--- src/rtl/dram_pkg.sv ---
// dram_pkg: shared constants, state encoding and address-range helper for
// the DRAM front-end controller (dram_ctrl and dram_init_seq).
package dram_pkg;

  localparam int unsigned WORD_DEPTH = 70;  // physical data-RAM words
  localparam int unsigned MAX_WAIT   = 4;   // ext denials before a forced grant
  localparam int unsigned ADDR_W     = 7;
  localparam int unsigned DATA_W     = 8;

  // ST_XGNT is never stored: it is the current-cycle view of IDLE while the
  // expansion port owns the RAM.
  typedef enum logic [1:0] {
    ST_INIT = 2'd0,
    ST_IDLE = 2'd1,
    ST_XGNT = 2'd2
  } state_t;

  // True when an address maps onto a physical RAM word.
  function automatic logic addr_ok(input logic [ADDR_W-1:0] a,
                                   input int unsigned       depth);
    return (32'(a) < depth);
  endfunction

endpackage

--- src/rtl/dram_init_seq.sv ---
// dram_init_seq: post-reset clear sequencer. Steps a clear address from 0 up
// to WORD_DEPTH-1, one word per cycle, then raises a sticky done flag.
// Ports:
//   i_clk    clock
//   i_rst_n  asynchronous active-low reset (restarts the sequence at 0)
//   o_addr   current clear address
//   o_last   current clear address is the final word
//   o_done   clear sequence complete (registered, sticky until reset)
module dram_init_seq #(
  parameter int unsigned WORD_DEPTH = dram_pkg::WORD_DEPTH
) (
  input  logic                       i_clk,
  input  logic                       i_rst_n,
  output logic [dram_pkg::ADDR_W-1:0] o_addr,
  output logic                       o_last,
  output logic                       o_done
);
  import dram_pkg::*;

  logic [ADDR_W-1:0] r_addr;
  logic              r_done;

  assign o_addr = r_addr;
  assign o_last = (r_addr == ADDR_W'(WORD_DEPTH - 1));
  assign o_done = r_done;

  always_ff @(posedge i_clk or negedge i_rst_n) begin
    if (!i_rst_n) begin
      r_addr <= '0;
      r_done <= 1'b0;
    end else if (!r_done) begin
      if (o_last) r_done <= 1'b1;
      else        r_addr <= r_addr + 1'b1;
    end
  end

endmodule

--- src/rtl/dram_ctrl.sv ---
// dram_ctrl: single-port data-RAM arbiter between a CPU port (priority) and
// an expansion (ext) request/ack port, with a post-reset RAM clear.
// Ports:
//   clk, reset_n                 clock, asynchronous active-low reset
//   cpu_en/addr/we/din           CPU access this cycle
//   cpu_dout                     CPU read data, combinational from ram_dout
//   cpu_stall                    CPU access not performed this cycle
//   ext_req/we/addr/din          ext request, held until ext_ack
//   ext_ack, ext_dout            registered one-cycle completion + read data
//   ram_addr/we/din, ram_dout    data-RAM interface (sync write, async read)
//   init_done                    RAM clear complete
module dram_ctrl #(
  parameter int unsigned WORD_DEPTH = dram_pkg::WORD_DEPTH,
  parameter int unsigned MAX_WAIT   = dram_pkg::MAX_WAIT
) (
  input  logic                        clk,
  input  logic                        reset_n,
  input  logic                        cpu_en,
  input  logic [dram_pkg::ADDR_W-1:0] cpu_addr,
  input  logic                        cpu_we,
  input  logic [dram_pkg::DATA_W-1:0] cpu_din,
  output logic [dram_pkg::DATA_W-1:0] cpu_dout,
  output logic                        cpu_stall,
  input  logic                        ext_req,
  input  logic                        ext_we,
  input  logic [dram_pkg::ADDR_W-1:0] ext_addr,
  input  logic [dram_pkg::DATA_W-1:0] ext_din,
  output logic                        ext_ack,
  output logic [dram_pkg::DATA_W-1:0] ext_dout,
  output logic [dram_pkg::ADDR_W-1:0] ram_addr,
  output logic                        ram_we,
  output logic [dram_pkg::DATA_W-1:0] ram_din,
  input  logic [dram_pkg::DATA_W-1:0] ram_dout,
  output logic                        init_done
);
  import dram_pkg::*;

  localparam int unsigned WAIT_W = (MAX_WAIT < 1) ? 1 : $clog2(MAX_WAIT + 1);

  state_t            r_state;
  logic              r_ack;
  logic [DATA_W-1:0] r_ext_dout;
  logic [WAIT_W-1:0] r_wait;

  logic [ADDR_W-1:0] w_clr_addr;
  logic              w_clr_last;
  logic              w_done;
  logic              w_idle;
  logic              w_ext_ok;
  logic              w_force;
  logic              w_grant;
  state_t            w_cur_state;
  logic [ADDR_W-1:0] w_ram_addr;
  logic              w_ram_we;
  logic [DATA_W-1:0] w_ram_din;

  dram_init_seq #(.WORD_DEPTH(WORD_DEPTH)) u_init_seq (
    .i_clk   (clk),
    .i_rst_n (reset_n),
    .o_addr  (w_clr_addr),
    .o_last  (w_clr_last),
    .o_done  (w_done)
  );

  // Ext is eligible only in IDLE and never in the cycle its previous ack is
  // showing, which caps ext throughput at one access per two cycles.
  assign w_idle      = (r_state == ST_IDLE);
  assign w_ext_ok    = w_idle && ext_req && !r_ack;
  assign w_force     = w_ext_ok && (r_wait == WAIT_W'(MAX_WAIT));
  assign w_grant     = w_ext_ok && (!cpu_en || w_force);
  assign w_cur_state = w_grant ? ST_XGNT : r_state;

  always_comb begin
    w_ram_addr = cpu_addr;
    w_ram_din  = cpu_din;
    w_ram_we   = 1'b0;
    case (w_cur_state)
      ST_INIT: begin
        w_ram_addr = w_clr_addr;
        w_ram_din  = '0;
        w_ram_we   = 1'b1;
      end
      ST_XGNT: begin
        w_ram_addr = ext_addr;
        w_ram_din  = ext_din;
        w_ram_we   = ext_we && addr_ok(ext_addr, WORD_DEPTH);
      end
      default: begin
        w_ram_we   = cpu_en && cpu_we && addr_ok(cpu_addr, WORD_DEPTH);
      end
    endcase
  end

  assign ram_addr  = w_ram_addr;
  assign ram_we    = w_ram_we;
  assign ram_din   = w_ram_din;
  assign cpu_dout  = addr_ok(cpu_addr, WORD_DEPTH) ? ram_dout : '0;
  assign cpu_stall = (r_state == ST_INIT) || w_force;
  assign ext_ack   = r_ack;
  assign ext_dout  = r_ext_dout;
  assign init_done = w_done;

  always_ff @(posedge clk or negedge reset_n) begin
    if (!reset_n) begin
      r_state    <= ST_INIT;
      r_ack      <= 1'b0;
      r_ext_dout <= '0;
      r_wait     <= '0;
    end else begin
      case (r_state)
        ST_INIT: if (w_clr_last) r_state <= ST_IDLE;
        default: r_state <= ST_IDLE;
      endcase

      r_ack <= w_grant;
      if (w_grant)
        r_ext_dout <= addr_ok(ext_addr, WORD_DEPTH) ? ram_dout : '0;

      // Counts only denials caused by the CPU; never passes MAX_WAIT because
      // reaching it forces a grant, which clears it.
      if (w_grant || !ext_req)
        r_wait <= '0;
      else if (w_ext_ok)
        r_wait <= r_wait + 1'b1;
    end
  end

endmodule
--- config.mk ---
export PLATFORM = sky130hd
export DESIGN_NAME = dram_ctrl
export DESIGN_NICKNAME = d
export VERILOG_FILES = /design/src/rtl/dram_pkg.sv /design/src/rtl/dram_init_seq.sv /design/src/rtl/dram_ctrl.sv
export SDC_FILE = /design/constraint.sdc
export NUM_CORES = 1
export LEC_CHECK = 0
export BUFFER_PORTS_ARGS = -buffer_cell sky130_fd_sc_hd__buf_2
export CORE_ASPECT_RATIO = 0.9
export CORE_MARGIN = 2
export CORE_UTILIZATION = 47
export DETAILED_ROUTE_END_ITERATION = 6
export PLACE_DENSITY = 0.94
export SLEW_MARGIN = 20
export SYNTH_ARGS = -nofsm -noshare
export SYNTH_HDL_FRONTEND = slang
export SYNTH_SLANG_ARGS = --single-unit
--- constraint.sdc ---
create_clock -name clk -period 3.5 [get_ports clk]
set_input_delay 0.7 -clock clk [delete_from_list [all_inputs] [get_ports clk]]
set_output_delay 0.7 -clock clk [all_outputs]
set_load 0.02 [all_outputs]
# [Yosys cells after proc, flatten, opt, wreduce, memory -nomap -nowiden]
# Index checks and enable logic that the tools add are counted.
[word_totals] word_cells=46 register_bits=22 output_inout_bits=35
[op_classes] bitwise=2 n_eq_ne=5 reduce_logical=17 add_sub_neg=2 magnitude_cmp=2 n_mux=12
[op_table] cell="two-way mux 8 bit" n=2
[op_table] cell="one-hot mux 8 bit (2 select lines)" n=1
[op_table] cell="less-than comparator 7 bit (second input constant)" n=2
[op_table] cell="one-hot mux 7 bit (2 select lines)" n=1
[op_table] cell="adder 7 x 1 -> 7 bit (second input constant)" n=1
[op_table] cell="== test 7 bit (second input constant)" n=1
[op_table] cell="logical AND 1 bit" n=7
[op_table] cell="two-way mux 2 bit" n=3
[op_table] cell="two-way mux 3 bit" n=2
[op_table] cell="logical NOT 2 bit" n=2
[op_table] cell="adder 3 x 1 -> 3 bit (second input constant)" n=1
[op_table] cell="== test 3 bit (second input constant)" n=1
[op_table] cell="logical NOT 1 bit" n=3
[op_table] cell="logical OR 1 bit" n=3
[op_table] cell="== test 2 x 1 -> 1 bit (second input constant)" n=1
[op_table] cell="== test 2 bit (second input constant)" n=1
[op_table] cell="two-way mux 1 bit" n=2
[op_table] cell="inequality test 2 x 1 -> 1 bit (second input constant)" n=1
[op_table] cell="NOT 1 bit" n=2
[op_table] cell="one-hot mux 1 bit (2 select lines)" n=1
[op_table] cell="AND reduction 2 bit" n=1
[op_table] cell="nonzero test 2 bit" n=1

# [Logic depth before layout (Yosys ltp)]
# Gate-level depths: netlist (run 1).
[depth] word_depth=9 depth_mapped=6 ltp_nobuf=6

# [Cells and area by module]
# From an unflattened synthesis (run 1), not the netlist that was laid out.
[unflattened] hier_cells=145 area_unflattened_um2=1442.6
[by_module_without_submodules] mod="dram_ctrl" instances=1 seq_area_each_um2=325.3 cells_per_inst=113 area_each_um2=1044.8
[by_module_without_submodules] mod="dram_init_seq" instances=1 seq_area_each_um2=200.2 cells_per_inst=32 area_each_um2=397.9

# [Worst setup path after synthesis (run 1)]
# No wires, ideal clock.
[synth_path] path_kind="in2out" start="in ext_req" end="out ram_din[0] (netlist name)" required_ps=2800 cell_stages=4 t_arrival_ps=1675 path_buffers=1 slack_ps=1125 path_cell_list="nor2b_4 > nand3_4 > buf_6 > o21ai_0"
[synth_between] elab_chain_cells=8 elab_cells_between_ends=9
[synth_lines] element="start: declaration" line="dram_ctrl.sv:24" rtl="input logic ext_req,"
[synth_lines] element="logical AND 1 bit * (2 in series)" line="dram_ctrl.sv:68" rtl="assign w_ext_ok = w_idle && ext_req && !r_ack;"
[synth_lines] element="logical AND 1 bit" line="dram_ctrl.sv:69" rtl="assign w_force = w_ext_ok && (r_wait == WAIT_W'(MAX_WAIT));"
[synth_lines] element="logical OR 1 bit" line="dram_ctrl.sv:70" rtl="assign w_grant = w_ext_ok && (!cpu_en || w_force);"
[synth_lines] element="logical AND 1 bit *" line="dram_ctrl.sv:70"
[synth_lines] element="two-way mux 2 bit *" line="dram_ctrl.sv:71" rtl="assign w_cur_state = w_grant ? ST_XGNT : r_state;"
[synth_lines] element="== test 2 bit / logical NOT 2 bit (equally long branches)" line="dram_ctrl.sv:77" rtl="case (w_cur_state)"
[synth_lines] element="one-hot mux 8 bit (2 select lines) *" line="dram_ctrl.sv:77"
[synth_lines] element="end: declaration" line="dram_ctrl.sv:32" rtl="output logic [dram_pkg::DATA_W-1:0] ram_din,"
# Every way passes the cells marked *; elsewhere a longest branch is shown, timed or not.

# [Final worst setup path (run 1)]
[layout_path] start="reg r_wait[0]" end="out ram_addr[1] (netlist name)"
[layout_between] elab_chain_cells=7 elab_cells_between_ends=8
[layout_lines] element="start: declaration" line="dram_ctrl.sv:43" rtl="logic [WAIT_W-1:0] r_wait;"
[layout_lines] element="start signal: assignment" line="dram_ctrl.sv:124" rtl="r_wait <= r_wait + 1'b1;"
[layout_lines] element="== test 3 bit *" line="dram_ctrl.sv:69"
[layout_lines] element="logical AND 1 bit *" line="dram_ctrl.sv:69"
[layout_lines] element="logical OR 1 bit *" line="dram_ctrl.sv:70"
[layout_lines] element="logical AND 1 bit *" line="dram_ctrl.sv:70"
[layout_lines] element="via w_grant" line="dram_ctrl.sv:51" rtl="logic w_grant;"
[layout_lines] element="two-way mux 2 bit *" line="dram_ctrl.sv:71"
[layout_lines] element="== test 2 bit / logical NOT 2 bit (equally long branches)" line="dram_ctrl.sv:77"
[layout_lines] element="one-hot mux 7 bit (2 select lines) *" line="dram_ctrl.sv:77"
[layout_lines] element="end: declaration" line="dram_ctrl.sv:30" rtl="output logic [dram_pkg::ADDR_W-1:0] ram_addr,"
# Mark *: on every way through the listed nets, which the timed path passes. The rest lies on a longest branch.

==> results of run 1 <==
## path summary, 6_finish.rpt
kind / startpoint / end / slack, ns / cells past startpoint
min: reset_n / r_state[0] / 0.33 / 1
max in group asynchronous: reset_n / ext_dout[6] / 2.85 / 1
min reg2reg: ext_dout[0] / ext_dout[0] / 0.51 / 1
max: r_wait[0] / ram_addr[1] / 0.78 / 7
min in group clk: ext_dout[0] / ext_dout[0] / 0.51 / 1
max reg2reg: r_state[0] / ext_dout[5] / 1.91 / 2
## synthesized netlist by cell type, types with 2 or more instances
library cell,n
o2111ai_1,2
o211ai_1,9
xnor2_1,2
dfrtp_1,21
nand2_1,7
o21ai_0,10
and2b_2,3
or2b_1,2
a22o_1,8
buf_2,2
ha_1,4
inv_1,18
a221o_1,7
nor3_1,2
and2_1,8
xor2_1,3
and2b_1,2
nand3b_1,2
a21oi_1,4
nor2_1,3
## final cells by class
class	instances	area share
clock buffers	4	0.0142
inverters	19	0.0414
multi-input cells	96	0.417
well taps	40	0.0271
flip-flops and latches	21	0.285
repair buffers	79	0.216
## logic make-up after synthesis
| kind of cell | count (synthesis) |
|---|---|
| compound gates | 49 |
| simple gates | 37 |
| buf+inv | 24 |
| flops | 21 |
| xor+xnor | 5 |
| fa+ha+maj | 4 |
| mux | 1 |
## registers in the layout, summed over array words and instances (netlist names)
| name | flops |
|---|---|
| ext_dout | 8 |
| u_init_seq.o_addr | 7 |
| r_wait | 3 |
| ext_ack | 1 |
| r_state | 1 |
| u_init_seq.o_done | 1 |
## power by group
| part | internal, mW | switching (mW) |
|---|---|---|
| Clock | 0.0445 | 0.0727 |
| Combinational | 0.0299 | 0.0379 |
| Sequential | 0.243 | 0.0000000000000000752 |
## per-layer routing
metal | GRT usage | part of all wire
met1 | 0.246 | 0.41
met5 | 0 | 0
met2 | 0.362 | 0.51
met3 | 0.0558 | 0.074
met4 | 0.0365 | 0.0028
==> impl_metrics.yaml, run 1 <==
cts:
  cts_buffers: 3
  tritoncts: "built"
  clk_pin_slew_ns: 0.11
  clockBufferDepth: 2
  numClockSinks: 21
  htreeDepth: 1
  post_cts_buffers: 0
  cts_resized: 0
  ctsHoldBuffers: 0
  cts_root_buf: "clkbuf_4"
  clock_insertion_delay_worst_skew_ns: 0.31
critical_path:
  slowest_delay_ns: 0.39
  critPathKind: "flop to primary output"
  worst-path-max-fanout: 17
  crit_family: "compound AO/OA/AOI/OAI gates"
  critical_path.startpoint_type: "flop"
  cp-end-kind: "primary output"
  cp.required_ns: 2.80
  path_buf_inv: 3
  slowest_stage: "dfrtp_1"
  worstPathArrival_ns: 2.02
  crit_chain: "inv_1 -> ha_1 -> a21bo_4 -> nand3_4 -> inv_6 -> a221o_1 -> buf_2"
power:
  p_total_uw: 428
  p_leak_nw: 0.958
  vdd_drop_max_mv: 0.245
  p_per_area_nw_per_um2: 232
yosys:
  syn_nets: 189
  synth_xor_area_frac: 0.0312
  synth_mux_area_frac: 0.00714
  synth_compound_area_frac: 0.295
  async_flop_share: 1.00
  yosys.area_share.simple: 0.178
  synthDistinctLibCells: 42
  synth_top_area_cell: "dfrtp_1"
  synth_warnings: 0
  synth_top_family_by_area: "compound AO/OA/AOI/OAI gates"
  yosys-top-cells-area: "dfrtp_1 37%, a221o_1 5.0%, a22o_1 5.0%"
  synth_seq_cells: 21
  synthFlopType: "dfrtp_1"
  syn_area_sq_um: 1400
  yosys.area.top_type_share: 0.375
  synthCells: 141
  yosysSeqAreaShare: 0.375
  synth_area_per_cell_sq_um: 9.95
  synth_edf_count: 0
  synthAdderAreaFrac: 0.0357
floorplan:
  die_w_um: 61.6
  dieArea_sq_um: 3440
  ios: 79
  initial_core_util: 0.502
  fp.dieH_um: 55.8
  core_area_sq_um: 2790
  placementRows: 18
finish:
  area_delta_synth_final_pct: 31.5
  drive_gt1_frac: 0.434
  utilization: 0.660
  n_fill_cell: 240
  layout.cells.non_filler: 259
  diodes: 0
  nets: 268
  multiInputGateArea_sq_um: 768
  final_cell_mix: "78 x buf_2, 21 x dfrtp_1, 18 x inv_1, 10 x o21ai_0, 9 x o211ai_1"
  final_common_cell: "buf_2"
  design_area_sq_um: 1840
  regArea_sq_um: 526
drt:
  ant_nets: 0
  dr.pass1.iters: 4
  avgViaCountPerCell: 5.20
  drcViolationCount: 0
  wl_mm: 3.54
  vias: 1348
  wl_per_cell_um: 13.7
  initialDrtViolationCount: 39
global_route:
  grt_max_degree: 24
  grt.overflow.total: 0
  grt.total_usage: 0.206
  grt_pass1_wl_mm: 5.27
  grt_pass1_vias: 1249
  antenna_found_initial: 0
sta:
  tns_ns: 0
  hold_viol: 0
  setup_viol: 0
  setup_ws_ns: 0.782
  period_minus_slack_ns: 2.72
  skew_ns: 0.00256
  rsz0062_at_grt: "false"
  tightest_slew_ns: 0.697
  clock.fmax_mhz: 368
  whs_ns: 0.333
  slew_violations: 0
  fin_crit_sh: 0.777
  relSlewSlack: 0.535
run:
  maxCapViolCount: 0
placed_design:
  preCtsSetupSlack_ns: 0.923
  place_area_sq_um: 1820
  gp_congestion: 0.857
  placed_cells: 255
  place_hpwl_mm: 2.87
  portBuffers: 78
outcome:
  status: "completed"
worst_hold_path:
  hold_class: "input pin to async pin"
Note: power is estimated with default switching activity, not from simulation.
==> inputs of run 2 (changes only) <==
--- a/config.mk
+++ b/config.mk
@@ -5,12 +5,13 @@
 export SDC_FILE = /design/constraint.sdc
 export NUM_CORES = 1
 export LEC_CHECK = 0
+export ABC_AREA = 1
 export BUFFER_PORTS_ARGS = -buffer_cell sky130_fd_sc_hd__buf_2
 export CORE_ASPECT_RATIO = 0.9
 export CORE_MARGIN = 2
-export CORE_UTILIZATION = 47
+export CORE_UTILIZATION = 44
 export DETAILED_ROUTE_END_ITERATION = 6
-export PLACE_DENSITY = 0.94
+export PLACE_DENSITY = 0.9
 export SLEW_MARGIN = 20
 export SYNTH_ARGS = -nofsm -noshare
 export SYNTH_HDL_FRONTEND = slang
==> constraint.sdc (replaced) <==
create_clock -name clk -period 2.75 [get_ports clk]
set_input_delay 0.55 -clock clk [delete_from_list [all_inputs] [get_ports clk]]
set_output_delay 0.55 -clock clk [all_outputs]
set_load 0.02 [all_outputs]
==> run 2 against run 1 <==
  * Total power is 26% higher
  * Sequential power is 27% higher
  * Critical path depth up 4
  * Sequential cell count is the same
  * Cell area up 1.7%
  * Synthesized cell count grew 55%
  * Clock power grew 38%
  * Critical path type unchanged
  * Setup slack worse by 0.55 ns
  * Routed wire length fell by 5.3%
  * Final cell count is 31% higher
  * Sequential share of layout area is 0.48 points lower
  * Die area is 7.2% higher
==> impl_metrics.yaml, run 2 <==
power:
  p_switching_uw: 145
  switching_share: 0.268
  p_per_area_nw_per_um2: 288
  vdd_drop_max_mv: 0.194
  pwr-share-comb: 0.132
  p_clk_frac: 0.297
  p_leak_nw: 1.20
  internal-power_uw: 396
  power_frac_seq: 0.571
global_route:
  grt.total_usage: 0.185
  grt_pass1_vias: 1310
  grt_pass1_wl_mm: 5.55
  antenna_found_initial: 0
  grt_max_degree: 22
  grt.overflow.total: 0
yosys:
  synth_mux_area_frac: 0
  synth_edf_count: 0
  synthCells: 218
  synth_warnings: 0
  synth_top_family_by_area: "simple AND/OR/NAND/NOR gates"
  synth_common_cells: "103 x nand2_1, 28 x inv_1, 21 x dfrtp_1"
  yosysSeqAreaShare: 0.371
  yosys.area.top_type_share: 0.371
  synth_area_per_cell_sq_um: 6.49
  synthAdderAreaFrac: 0.0354
  yosys-top-cells-area: "dfrtp_1 37%, nand2_1 27%, inv_1 7.4%"
  synth_xor_area_frac: 0.0248
  synth_compound_area_frac: 0.0513
  synthFlopType: "dfrtp_1"
  async_flop_share: 1.00
  yosysMostFrequentCell: "nand2_1"
  syn_area_sq_um: 1420
  synthDistinctLibCells: 18
  synth_top_area_cell: "dfrtp_1"
  synth_seq_cells: 21
  yosys.area_share.simple: 0.403
  syn_nets: 266
floorplan:
  fp.dieH_um: 57.8
  ios: 79
  placementRows: 19
  dieArea_sq_um: 3690
  die_w_um: 63.8
  initial_core_util: 0.461
  core_area_sq_um: 3070
sta:
  period_minus_slack_ns: 2.52
  setup_viol: 0
  setup_ws_ns: 0.230
  skew_ns: 0.00707
  relSlewSlack: 0.694
  hold_viol: 0
  whs_ns: 0.160
  tns_ns: 0
  tightest_slew_ns: 0.459
  clock.fmax_mhz: 397
  rsz0062_at_grt: "false"
  fin_crit_sh: 0.916
  slew_violations: 0
critical_path:
  crit_chain: "inv_1 -> ha_1 -> nand2_1 -> nand2_1 -> nand2_4 -> inv_6 -> nor2_4 -> buf_12 -> nand2_1 -> nand2_1 -> buf_2"
  worst-path-max-fanout: 18
  cp.required_ns: 2.20
  slowest_delay_ns: 0.39
  critPathKind: "flop to primary output"
  crit_family: "simple AND/OR/NAND/NOR gates"
  rrSetupSlack_ns: 1.27
  r2r-end: "ext_dout[2]"
  cpMostUsedCell: "nand2_1"
  slowest_stage: "dfrtp_1"
  worstReg2RegStart: "r_wait[0]"
  critical_path.startpoint_type: "flop"
  cp-end-kind: "primary output"
  worstPathArrival_ns: 1.97
  reg2reg_depth: 8
  path_buf_inv: 4
finish:
  nets: 346
  final_common_cell: "nand2_1"
  largest_reg_flops: 8
  diodes: 0
  layout.cells.non_filler: 339
  area_delta_synth_final_pct: 32.5
  final_cell_mix: "103 x nand2_1, 78 x buf_2, 28 x inv_1, 21 x dfrtp_1, 14 x nor2_1"
  n_fill_cell: 273
  drive_gt1_frac: 0.320
placed_design:
  portBuffers: 78
  placed_cells: 334
  preCtsSetupSlack_ns: 0.545
  gp_congestion: 0.791
  place_hpwl_mm: 2.65
drt:
  drcViolationCount: 0
  vias: 1542
  initialDrtViolationCount: 97
  dr.pass1.iters: 4
  ant_nets: 0
  wl_per_cell_um: 9.88
  wl_mm: 3.35
  avgViaCountPerCell: 4.55
run:
  maxCapViolCount: 0
cts:
  cts_resized: 0
  tritoncts: "built"
  clk_pin_slew_ns: 0.13
  clockBufferDepth: 2
  cts_root_buf: "clkbuf_4"
  ctsHoldBuffers: 0
  numClockSinks: 21
  cts_buffers: 3
  htreeDepth: 1
  clock_insertion_delay_worst_skew_ns: 0.32
outcome:
  status: "completed"
worst_hold_path:
  hold_class: "input pin to async pin"
[run 2: worst max path at each step]
stage / start / end / slack, ns / depth (start not counted)
floorplan: r_wait[0] / ram_addr[3] / 0.85 / 10
finish: r_wait[0] / ram_addr[0] / 0.23 / 11
global route: r_wait[0] / ram_din[3] / 0.06 / 11
CTS: r_wait[0] / ram_addr[0] / 0.18 / 10
detailed placement: r_wait[0] / ram_addr[0] / 0.55 / 10
global placement: ext_req / ram_addr[5] / 0.59 / 9
[run 2: cell families after synthesis]
group                      after synthesis
AOI/OAI and AO/OA                       14
xor gates and xnor gates                 4
adders and majority gates                4
buffers and inverters                   37
DFF                                     21
and+or+nand+nor                        138
[run 2: cell type report]
cell class	instances	area [sq um]	area share
clock buffer	3	22.5	0.0120
clock inverter	1	7.51	0.00400
inverter	33	129	0.0687
multi-input combinational	160	728	0.388
sequential	21	526	0.280
tap	42	52.6	0.0280
timing repair buffer	79	410	0.219
[run 2: power by group through the flow]
stage / clock network (mW) / logic, mW / registers (mW)
5_1_grt: 0.175 / 0.0800 / 0.309
3_3_place_gp: 0 / 0.0713 / 0.315
3_5_place_dp: 0 / 0.0718 / 0.315
2_1_floorplan: 0 / 0.0250 / 0.315
4_1_cts: 0.162 / 0.0722 / 0.309
6_report: 0.161 / 0.0713 / 0.309
[run 2: metrics by stage]
stage          power, mW   util  cell area [sq um]
6_report           0.541  0.612               1880
5_1_grt            0.564  0.612               1880
3_5_place_dp       0.386  0.595               1830
3_3_place_gp       0.386  0.595               1830
2_1_floorplan      0.340      -               1420
4_1_cts            0.543  0.605               1860
[run 2: what timing repair did]
item                       in CTS  in global routing
hold endpoints to repair        0                  0
setup endpoints to repair       0                  6
buffers inserted                0                  1
[run 2: per-layer routing]
metal | vias up | track usage | routed length, um
li1 | 813 | - | -
met1 | 681 | 0.244 | 1510
met4 | 0 | 0.0466 | 21
met3 | 3 | 0.0408 | 213
met5 | - | 0 | 0
met2 | 45 | 0.313 | 1610
==> inputs of run 3 (changes only) <==
--- a/config.mk
+++ b/config.mk
@@ -11,7 +11,7 @@
 export CORE_MARGIN = 2
 export CORE_UTILIZATION = 44
 export DETAILED_ROUTE_END_ITERATION = 6
-export PLACE_DENSITY = 0.9
+export PLACE_DENSITY_LB_ADDON = 0.12
 export SLEW_MARGIN = 20
 export SYNTH_ARGS = -nofsm -noshare
 export SYNTH_HDL_FRONTEND = slang
==> run 3 against run 2 <==
  * Critical path depth unchanged
  * Critical path type unchanged
  * Via count is 0.39% lower
  * Cell area is the same
  * Sequential cell count is the same
  * Fmax increased by 0.47%
  * Register-to-register slack about the same
  * Largest cell class unchanged
  * Final cell count did not move
  * Largest power group unchanged
==> impl_metrics.yaml, run 3 (synthesis results as in run 2) <==
outcome:
  status: "completed"
sta:
  relSlewSlack: 0.686
  tightest_slew_ns: 0.471
  period_minus_slack_ns: 2.51
  slew_violations: 0
  hold_viol: 0
  skew_ns: 0.0111
  rsz0062_at_grt: "false"
  setup_viol: 0
  fin_crit_sh: 0.912
  setup_ws_ns: 0.241
  tns_ns: 0
  clock.fmax_mhz: 399
cts:
  numClockSinks: 21
  cts_buffers: 3
  cts_root_buf: "clkbuf_4"
  clock_insertion_delay_worst_skew_ns: 0.32
  clk_pin_slew_ns: 0.13
  cts_resized: 0
  clockBufferDepth: 2
  ctsHoldBuffers: 0
  tritoncts: "built"
  htreeDepth: 1
  post_cts_buffers: 0
finish:
  utilization: 0.612
  final_cell_mix: "103 x nand2_1, 78 x buf_2, 28 x inv_1, 21 x dfrtp_1, 14 x nor2_1"
  final_common_cell: "nand2_1"
  nets: 346
  area_delta_synth_final_pct: 32.5
  largest_reg_flops: 8
  diodes: 0
  drive_gt1_frac: 0.320
floorplan:
  dieArea_sq_um: 3690
  die_w_um: 63.8
  core_area_sq_um: 3070
  ios: 79
  placementRows: 19
  fp.dieH_um: 57.8
  initial_core_util: 0.461
critical_path:
  critPathKind: "flop to primary output"
  worst-path-max-fanout: 18
  critical_path.startpoint_type: "flop"
  cp-end-kind: "primary output"
  cp.required_ns: 2.20
  worstPathArrival_ns: 1.96
global_route:
  grt.total_usage: 0.200
  antenna_found_initial: 0
  grt_pass1_wl_mm: 5.93
  grt_max_degree: 22
  grt.overflow.total: 0
  grt_pass1_vias: 1358
drt:
  ant_nets: 0
  initialDrtViolationCount: 52
  vias: 1536
  avgViaCountPerCell: 4.53
  drcViolationCount: 0
  dr.pass1.iters: 6
  wl_per_cell_um: 10.3
  wl_mm: 3.48
placed_design:
  portBuffers: 78
  preCtsSetupSlack_ns: 0.554
  place_hpwl_mm: 2.71
  gp_congestion: 0.744
power:
  p_leak_nw: 1.20
  p_per_area_nw_per_um2: 288
  vdd_drop_max_mv: 0.280
run:
  maxCapViolCount: 0
worst_hold_path:
  hold_class: "input pin to async pin"
[run 3: cell counts in the layout (fill, tap and decap cells not counted)]
Identical to the previous run, type by type.
[run 3: per-layer routing]
| layer | global-route usage | wire (um) | up-vias |
|---|---|---|---|
| met1 | 0.260 | 1650 | 659 |
| met5 | 0 | 0 | - |
| li1 | - | - | 810 |
| met3 | 0.0505 | 305 | 4 |
| met2 | 0.335 | 1490 | 63 |
| met4 | 0.0559 | 42 | 0 |
[run 3: worst paths after layout]
path                                  start              endpoint  slack (ns)  depth (start not counted)
worst max-delay path              r_wait[0]           ram_addr[1]        0.24                         11
worst min-delay path                reset_n           ext_dout[1]        0.16                          1
worst max register to register    r_wait[0]           ext_dout[3]        1.28                          8
worst min register to register  ext_dout[7]           ext_dout[7]        0.50                          2
max in group asynchronous           reset_n  u_init_seq.o_addr[4]        2.26                          1
min in group clk                ram_dout[2]           ext_dout[2]        0.47                          3
[run 3: final cells by class]
| type | count | area [sq um] |
|---|---|---|
| flip-flops and latches | 21 | 526 |
| clock inverters | 1 | 7.51 |
| well taps | 42 | 52.6 |
| multi-input cells | 160 | 728 |
| fillers | 292 | 1190 |
| repair buffers | 79 | 410 |
| inverters | 33 | 129 |
| clock buffers | 3 | 22.5 |
[run 3: critical path: stages, from the launching register on]
cell	delay, ns
dfrtp_1	0.40
inv_1	0.07
ha_1	0.19
nand2_1	0.07
nand2_1	0.10
nand2_4	0.18
inv_6	0.10
nor2_4	0.13
buf_12	0.14
nand2_1	0.05
nand2_1	0.07
buf_2	0.16
[run 3: power by group]
| part | switching [mW] | total, mW | leakage [nW] | internal, mW |
|---|---|---|---|---|
| Clock | 0.104 | 0.159 | 0.0139 | 0.0557 |
| Combinational | 0.0415 | 0.0728 | 0.907 | 0.0313 |
| Sequential | 0 | 0.309 | 0.279 | 0.309 |
[run 3: metrics by stage]
stage,instances,instance area (sq um),hold slack (ns),power (mW)
global route,339,1880,0.161,0.569
floorplan,218,1420,0.254,0.340
finish,339,1880,0.158,0.541
global placement,334,1830,0.471,0.387
detailed placement,334,1830,0.475,0.388
CTS,338,1860,0.163,0.548
